**src/rtl/rns_mod_addsub_front.sv**
```systemverilog
// rns_mod_addsub_front: two-stage front end of an RNS modular add/sub, producing
// both the raw and modulus-corrected candidates plus the select bit for a 2:1 stage.
module rns_mod_addsub_front (
    input  logic       clk,
    input  logic       rst_n,
    input  logic       m_load,
    input  logic [3:0] m_in,
    input  logic       in_valid,
    output logic       in_ready,
    input  logic       op_sub,
    input  logic [3:0] a,
    input  logic [3:0] b,
    output logic       out_valid,
    input  logic       out_ready,
    output logic [3:0] num,
    output logic [3:0] comp,
    output logic       s0,
    output logic       err
);
    logic [3:0] m, a1, b1, m1, diff, num_d, comp_d;
    logic [4:0] sum;
    logic       v1, op1, err1, advance, s0_d;

    assign advance  = !out_valid || out_ready;
    assign in_ready = advance;

    // (sum - m) mod 16 only needs the low nibble of sum
    always_comb begin
        sum    = {1'b0, a1} + {1'b0, b1};
        diff   = a1 - b1;
        num_d  = op1 ? diff : sum[3:0];
        comp_d = op1 ? diff + m1 : sum[3:0] - m1;
        s0_d   = op1 ? (a1 < b1) : (sum >= {1'b0, m1});
    end

    // modulus changes only when nothing is in flight or arriving
    always_ff @(posedge clk or negedge rst_n)
        if (!rst_n)
            m <= 4'd15;
        else if (m_load && !in_valid && !v1 && !out_valid && m_in >= 4'd2)
            m <= m_in;

    always_ff @(posedge clk or negedge rst_n)
        if (!rst_n) begin
            v1   <= 1'b0;
            a1   <= 4'd0;
            b1   <= 4'd0;
            m1   <= 4'd15;
            op1  <= 1'b0;
            err1 <= 1'b0;
        end else if (advance) begin
            v1 <= in_valid;
            if (in_valid) begin
                a1   <= a;
                b1   <= b;
                m1   <= m;
                op1  <= op_sub;
                err1 <= (a >= m) || (b >= m);
            end
        end

    always_ff @(posedge clk or negedge rst_n)
        if (!rst_n) begin
            out_valid <= 1'b0;
            num       <= 4'd0;
            comp      <= 4'd0;
            s0        <= 1'b0;
            err       <= 1'b0;
        end else if (advance) begin
            out_valid <= v1;
            if (v1) begin
                num  <= num_d;
                comp <= comp_d;
                s0   <= s0_d;
                err  <= err1;
            end
        end
endmodule

```
**config.mk**
```make
export PLATFORM = sky130hd
export DESIGN_NAME = rns_mod_addsub_front
export DESIGN_NICKNAME = d
export VERILOG_FILES = /design/src/rtl/rns_mod_addsub_front.sv
export SDC_FILE = /design/constraint.sdc
export NUM_CORES = 1
export LEC_CHECK = 0
export ABC_AREA = 1
export BUFFER_PORTS_ARGS = -buffer_cell sky130_fd_sc_hd__buf_2
export CORE_MARGIN = 10
export CORE_UTILIZATION = 56
export DETAILED_ROUTE_END_ITERATION = 12
export PLACE_DENSITY = 0.87
export SLEW_MARGIN = 0
export SYNTH_ARGS = -nofsm -noshare
export SYNTH_HDL_FRONTEND = slang
export SYNTH_SLANG_ARGS = --single-unit
```
**constraint.sdc**
```tcl
create_clock -name clk -period 2.9 [get_ports clk]
set_clock_uncertainty 0.1 [all_clocks]
set_input_delay 0.58 -clock clk [delete_from_list [all_inputs] [get_ports clk]]
set_output_delay 0.58 -clock clk [all_outputs]
set_load 0.01 [all_outputs]
```
After elaboration in Yosys (flattened, before gate mapping)

Cells that the tools add are included.

Output and inout bits: 12
Bits of input ports: 18
Word-level logic and storage cells: 35
Register bits after elaboration: 30

Add/subtract/negate cells: 4
Multiplexer cells: 3
Reductions and logical operators: 11
$lt $le $gt $ge: 5

Operator list:

| kind               | count |
|---|---|
| $ge 4x4->1         | 2 |
| $mux 4             | 2 |
| $sub 4x4->4        | 2 |
| $add 4x4->5        | 1 |
| $ge 5x4->1         | 1 |
| $add 4x4->4        | 1 |
| $ge 4x2->1 const B | 1 |
| $logic_and 1x1->1  | 4 |
| $lt 4x4->1         | 1 |
| $reduce_and 2->1   | 2 |
| $logic_not 1->1    | 3 |
| $logic_or 1x1->1   | 2 |
| $mux 1             | 1 |

Depth between registers and ports, before layout

Gate-level depths: netlist (run 1).

Depth in word-level cells: 5
Depth in mapped cells: 16
Depth with buffers taken out: 16

Worst setup path before layout (run 1)

Ideal clock, no wire load.

Path kind: reg-to-reg
Start: register a1[0]
End: register comp[3]
Path buffers: 0
Stages on the path, launching flop included: 17
Path slack: 0.705 ns
Clock period less this slack: 2.195 ns
Required time: 2.683 ns
Library setup time: 0.117 ns
Data arrival time: 1.978 ns
Path through: dfrtp_1 -> inv_1 -> ha_1 -> inv_1 -> fa_1 -> nand2_1 -> inv_1 -> nor2_1 -> ha_1 -> nand3_1 -> nand3_1 -> nand2_1 -> nand2_1 -> nand3_1 -> nand2_1 -> nor2_1 -> nor2_1

Cells in the longest elaborated chain, start to end: 3
Elaborated cells between the ends (all ways): 5
Those cells by class: add/sub (4); mux (1)

RTL lines:

| element                                    | line   | source |
|---|---|---|
| from (decl)                                | 20     | `logic [3:0] m, a1, b1, m1, diff, num_d, comp_d;` |
| from (signal assigned)                     | 46     | `a1 <= 4'd0;` |
| from (signal assigned)                     | 54     | `a1 <= a;` |
| $add 4x4->5 or $sub 4x4->4 (tied branches) | 29, 30 |  |
| $sub 4x4->4 or $add 4x4->4 (tied branches) | 32     | `comp_d = op1 ? diff + m1 : sum[3:0] - m1;` |
| $mux 4 *                                   | 32     |  |
| to (signal assigned)                       | 73     | `comp <= comp_d;` |
| to (decl)                                  | 16     | `output logic [3:0] comp,` |

Every way passes the cells marked *; elsewhere a longest branch is shown, timed or not.
A chain may end at the register's enable or synchronous reset.

Final worst setup path (run 1)

Same ends and word-level chain as after synthesis.

==> impl_metrics.yaml, run 1 <==
run_status:
  status: "complete, no violations"
die:
  die_h_um: 78.7
  ioPinCount: 30
  die_area_sq_mm: 0.00619
  coreArea_sq_mm: 0.00334
  fp-row-count: 21
  die-width_um: 78.7
  start_util: 0.578
synthesis:
  yosysUniqueCellTypes: 27
  synth_ff_type: "dfrtp_1"
  ys_top_cells_by_count: "nand2_1 (61), inv_1 (31), ha_1 (23)"
  ys_seq_elements: 30
  ys_top_cells_by_area: "dfrtp_1 (29%), ha_1 (15%), nand2_1 (12%)"
  synth_fp_nets: 277
  yosysSeqAreaShare: 0.395
  netlist.area_leader.share: 0.286
  netlist_instances: 232
  syn-mean-instance-area_sq_um: 8.31
  synth-edff-count: 0
  yosysTopAreaCell: "dfrtp_1"
  synth_area_sq_mm: 0.00193
  ys_warn_count: 0
  async_flop_share: 1.00
  yosysMostFrequentCell: "nand2_1"
critical_path:
  critPathTopFamily: "simple AND/OR/NAND/NOR gates"
  cpPeakStageDelay_ns: 0.41
  worstPathMaxFanout: 3
  crit_type: "reg2reg"
  path_buf_inv: 3
  rrSetupSlack_ns: 0.40
  cp-start-kind: "flip-flop"
  crit_chain: "inv_1, ha_1, inv_1, fa_1, nand2_1, inv_1, nor2_1, ha_1, nand3_1, nand3_1, nand2_1, nand2_1, nand3_1, nand2_1, nor2_1, nor2_1"
  path_common_cell: "nand2_1"
  end_kind: "flip-flop"
  cp.required_ns: 3.04
  cpMaxStageDelayCell: "dfrtp_1"
  arrival_ns: 2.64
sta:
  hold_viol_final: 0
  rsz0062_at_grt: "no"
  finalCritPeriodShare: 0.861
  setup_viol: 0
  tightest_slew_ns: 0.647
  fin_crit_ns: 2.50
  fmax_mhz: 401
  drv_slew: 0
  setup_tns_ns: 0
  slew_headroom: 0.568
grt:
  groute.usage.overall: 0.142
  antenna_found_initial: 0
  grt_pass1_wl_um: 7110
  grt_max_degree: 31
  grt-ovfl-total: 0
  grt_pass1_vias: 1676
clock_tree:
  tritoncts.num_buffers: 5
  cts_hold_buf: 0
  cts_buffer_depth: 2
  insertion_delay_ns: 0.35
  clock-root-buffer: "clkbuf_4"
  cts_sinks: 30
  postCtsSetupBuffers: 0
  path_clk_slew_ns: 0.10
  cts_tree: "built"
  h-tree-depth: 2
  post_cts_resized: 0
detailed_routing:
  drtIter0Drc: 77
  routed_wl_um: 4000
  route.vias.total: 1563
  drc: 0
  first_pass_iters: 4
  viasPerCell: 5.03
  ant_nets: 0
  wl_per_cell_um: 12.8
finish:
  fin_nets: 309
  antenna_cells: 0
  final_layout_size_suffix_gt1_frac: 0.196
  synthToLayoutAreaGrowth_pct: 12.0
worst_hold_path:
  hold_class: "in2async"
pwr:
  p_leak_uw: 0.00113
  clock_power_share: 0.153
  p_comb_frac: 0.476
  peakVddDrop_v: 0.000417
  pwr-share-seq: 0.371
  internal_power_uw: 1050
  power_switching_uw: 751
  p_total_uw: 1800
  powerDensity_mw_per_mm2: 834
  switching_share: 0.417
place:
  portBuffers: 29
  gp_congestion: 0.920
  hpwl_um: 3240
job:
  cap_violations: 0
cells by family after synthesis:
family	synth area share
AND/OR/NAND/NOR	0.206
multiplexers	0.00584
buffers and inverters	0.0863
adder cells (fa/ha/maj)	0.191
flip-flops	0.395
XOR/XNOR	0.0136
AO/OA/AOI/OAI	0.103
registers in the layout, summed over array words and instances (netlist names):
register and count:
a1 4, b1 4, comp 4, m1 4, m 4, num 4
err 1, err1 1, op1 1, out_valid 1, s0 1, v1 1
power groups by stage:
stage | sequential, uW | clock, uW | combinational (uW)
after detailed placement | 679 | 0 | 865
after CTS | 671 | 276 | 870
after floorplan | 693 | 0 | 602
final | 669 | 276 | 857
after global placement | 670 | 0 | 826
after global routing | 692 | 295 | 998
area by class of cell:
class | count | area, sq um
clock buffers | 6 | 51.3
clock inverters | 2 | 12.5
fillers | 292 | 1180
inverters | 35 | 131
multi-input cells | 163 | 1000
flip-flops and latches | 30 | 761
well taps | 46 | 57.6
repair buffers | 29 | 145
worst reg2reg max path: stages, from the launching register on:
cell     delay, ns
dfrtp_1       0.41
inv_1         0.06
ha_1          0.13
inv_1         0.05
fa_1          0.39
nand2_1       0.07
inv_1         0.05
nor2_1        0.17
ha_1          0.31
nand3_1       0.13
nand3_1       0.08
nand2_1       0.06
nand2_1       0.08
nand3_1       0.10
nand2_1       0.06
nor2_1        0.10
nor2_1        0.05
per-layer routing:
layer	part of all wire	GRT usage	wire, um	vias up
li1	-	-	-	812
met1	0.45	0.158	1780	705
met2	0.48	0.242	1920	37
met3	0.049	0.0467	194	9
met4	0.024	0.0645	95	0
met5	0	0	0	-
worst paths after layout:
kind,from,cells after the start,to
min in group clk,a[1],3,a1[1]
setup / recovery,a1[0],16,comp[3]
max in group asynchronous,rst_n,1,num[0]
hold reg to reg,num[3],2,num[3]
setup reg to reg,a1[0],16,comp[3]
hold / removal,rst_n,1,num[3]
through the flow:
step / worst slack (ns) / cells / util / area, sq um / hold slack (ns)
2_1_floorplan: 0.705 / 232 / - / 1930 / 0.184
3_3_place_gp: 0.567 / 303 / 0.628 / 2100 / 0.357
3_5_place_dp: 0.444 / 303 / 0.628 / 2100 / 0.361
4_1_cts: 0.421 / 311 / 0.647 / 2160 / 0.166
5_1_grt: 0.223 / 311 / 0.647 / 2160 / 0.187
6_report: 0.404 / 311 / 0.647 / 2160 / 0.145
layout by cell type (no fill, tap or decap), types with 2 or more instances in the layout:
| cell type | n |
|---|---|
| dfstp_2 | 8 |
| dfrtp_1 | 22 |
| o21ai_0 | 18 |
| inv_1 | 31 |
| a31oi_1 | 2 |
| xnor2_1 | 2 |
| ha_1 | 23 |
| a21oi_1 | 9 |
| clkbuf_4 | 5 |
| inv_2 | 3 |
| nand2_1 | 61 |
| buf_2 | 29 |
| nand3_1 | 12 |
| nand4_1 | 5 |
| fa_1 | 4 |
| nor2_1 | 14 |
| o21ai_1 | 5 |
Note: power is estimated with default switching activity, not from simulation.
==> run 2: changes to the inputs <==
--- a/config.mk
+++ b/config.mk
@@ -5,7 +5,6 @@
 export SDC_FILE = /design/constraint.sdc
 export NUM_CORES = 1
 export LEC_CHECK = 0
-export ABC_AREA = 1
 export BUFFER_PORTS_ARGS = -buffer_cell sky130_fd_sc_hd__buf_2
 export CORE_MARGIN = 10
 export CORE_UTILIZATION = 56
==> impl_metrics.yaml, run 2 <==
run_status:
  status: "complete, no violations"
critical_path:
  crit_type: "reg2reg"
  crit_chain: "ha_1, fa_1, xnor2_1, ha_1, a21oi_1, nand2_1, o21a_1, o41ai_1, a2bb2oi_1"
  r2r_cells: 9
  path_common_cell: "ha_1"
  r2r-start: "a1[0]"
  worstPathMaxFanout: 4
  end_kind: "flip-flop"
  cpMaxStageDelayCell: "dfrtp_1"
  path_buf_inv: 0
  rrSetupSlack_ns: 0.28
  cp.required_ns: 3.03
  critPathTopFamily: "adder cells"
  arrival_ns: 2.75
  r2r-end: "s0"
  cp-start-kind: "flip-flop"
  cpPeakStageDelay_ns: 0.41
sta:
  fmax_mhz: 381
  fin_ws_ns: 0.275
  finalCritPeriodShare: 0.905
  setup_tns_ns: 0
  rsz0062_at_grt: "no"
  fin_crit_ns: 2.62
  slew_headroom: 0.561
  setup_viol: 0
  drv_slew: 0
  hold_viol_final: 0
  tightest_slew_ns: 0.657
detailed_routing:
  drtIter0Drc: 51
  route.vias.total: 1380
  viasPerCell: 5.37
  routed_wl_um: 3570
  drc: 0
  first_pass_iters: 4
  ant_nets: 0
  wl_per_cell_um: 13.9
synthesis:
  yosysSeqAreaShare: 0.401
  yosysTopAreaCell: "dfrtp_1"
  ys_seq_elements: 30
  synth_fp_nets: 225
  yosysMostFrequentCell: "ha_1"
  ys_top_cells_by_area: "dfrtp_1 (29%), ha_1 (15%), dfstp_2 (11%)"
  syn-mean-instance-area_sq_um: 10.5
  async_flop_share: 1.00
  netlist_instances: 180
  synth-edff-count: 0
  netlist.area_leader.share: 0.290
  ys_top_cells_by_count: "ha_1 (23), dfrtp_1 (22), inv_1 (18), o21ai_0 (18), nand2_1 (15)"
  yosysUniqueCellTypes: 37
  synth_ff_type: "dfrtp_1"
  synth_area_sq_mm: 0.00190
  ys_warn_count: 0
die:
  die_area_sq_mm: 0.00612
  start_util: 0.573
  fp-row-count: 21
  die-width_um: 78.2
  ioPinCount: 30
  die_h_um: 78.2
  coreArea_sq_mm: 0.00331
place:
  portBuffers: 29
  pre_cts_slack_ns: 0.281
  hpwl_um: 2920
  gp_congestion: 0.888
clock_tree:
  path_clk_slew_ns: 0.10
  cts_tree: "built"
  h-tree-depth: 2
  post_cts_resized: 0
  tritoncts.num_buffers: 5
  cts_hold_buf: 0
  clock-root-buffer: "clkbuf_4"
  insertion_delay_ns: 0.34
  postCtsSetupBuffers: 0
  cts_sinks: 30
  cts_buffer_depth: 2
job:
  cap_violations: 0
grt:
  grt_pass1_vias: 1474
  groute.usage.overall: 0.128
  grt-ovfl-total: 0
  antenna_found_initial: 0
  grt_max_degree: 31
  grt_pass1_wl_um: 6340
finish:
  n_fill_cell: 294
  final_cell_mix: "buf_2 (29), ha_1 (23), dfrtp_1 (22), inv_1 (18), o21ai_0 (18)"
  final_common_cell: "buf_2"
  synthToLayoutAreaGrowth_pct: 13.0
  final_layout_size_suffix_gt1_frac: 0.280
  fin_nets: 255
  antenna_cells: 0
pwr:
  peakVddDrop_v: 0.000389
  p_leak_uw: 0.00105
  powerDensity_mw_per_mm2: 904
worst_hold_path:
  hold_class: "in2async"
==> run 2: cell types whose count changed in the layout (fill, tap and decap cells not counted), moves of 5 or more <==
cell     before  now
nand3_1      12    0
nand2_1      61   15
nand4_1       5    0
inv_1        31   18
o21ai_1       5    0
mux2_2        1   10
nor2_1       14    4
==> run 2: kinds of logic (layout without fill, tap and decap cells) <==
family	Yosys count	count (layout)	synth area share
fa+ha+maj	27	27	0.194
simple gates	32	32	0.0897
xor+xnor	8	8	0.0369
buf+inv	24	55	0.0534
flops	30	30	0.401
mux	13	13	0.0752
compound gates	46	46	0.150
==> run 2: how the worst max path moves through the flow <==
| stage | from | to | slack (ns) | cells past startpoint |
|---|---|---|---|---|
| after floorplan | a1[0] | s0 | 0.43 | 9 |
| after global placement | a1[0] | s0 | 0.34 | 9 |
| after detailed placement | a1[0] | s0 | 0.28 | 9 |
| after CTS | a1[0] | s0 | 0.30 | 9 |
| after global routing | a1[0] | s0 | 0.12 | 9 |
| final | a1[0] | s0 | 0.28 | 9 |
==> run 2: per-layer routing <==
metal,GRT usage,vias up,part of all wire
met5,0,-,0
met1,0.137,648,0.42
met2,0.215,31,0.49
met4,0.0663,0,0.030
met3,0.0478,12,0.061
li1,-,689,-
==> run 2: final cells by class <==
class	count	area [sq um]	area share
Clock buffer	5	37.5	0.0175
Multi-Input combinational cell	126	1040	0.483
Sequential cell	30	761	0.355
Tap cell	46	57.6	0.0268
Timing Repair Buffer	29	145	0.0677
Inverter	18	67.6	0.0315
Clock inverter	3	40.0	0.0187
==> run 2: stage by stage <==
step                      total power, uW  cells  hold slack [ns]  utilization  instance area, sq um
after detailed placement             1630    249            0.366        0.624                  2070
after global routing                 2130    257            0.187        0.648                  2140
after CTS                            1970    257            0.180        0.648                  2140
after global placement               1580    249            0.356        0.624                  2070
after floorplan                      1380    180            0.184            -                  1900
final                                1940    257            0.156        0.648                  2140
==> run 2: worst reg2reg max path, stage by stage, from the launching register on <==
cell,delay (ns)
dfrtp_1,0.41
ha_1,0.23
fa_1,0.40
xnor2_1,0.22
ha_1,0.31
a21oi_1,0.17
nand2_1,0.09
o21a_1,0.18
o41ai_1,0.29
a2bb2oi_1,0.11
==> run 2: report_power, final <==
group	internal [uW]	switching (uW)	total, uW
Clock	178	152	330
Combinational	444	461	906
Sequential	591	111	702
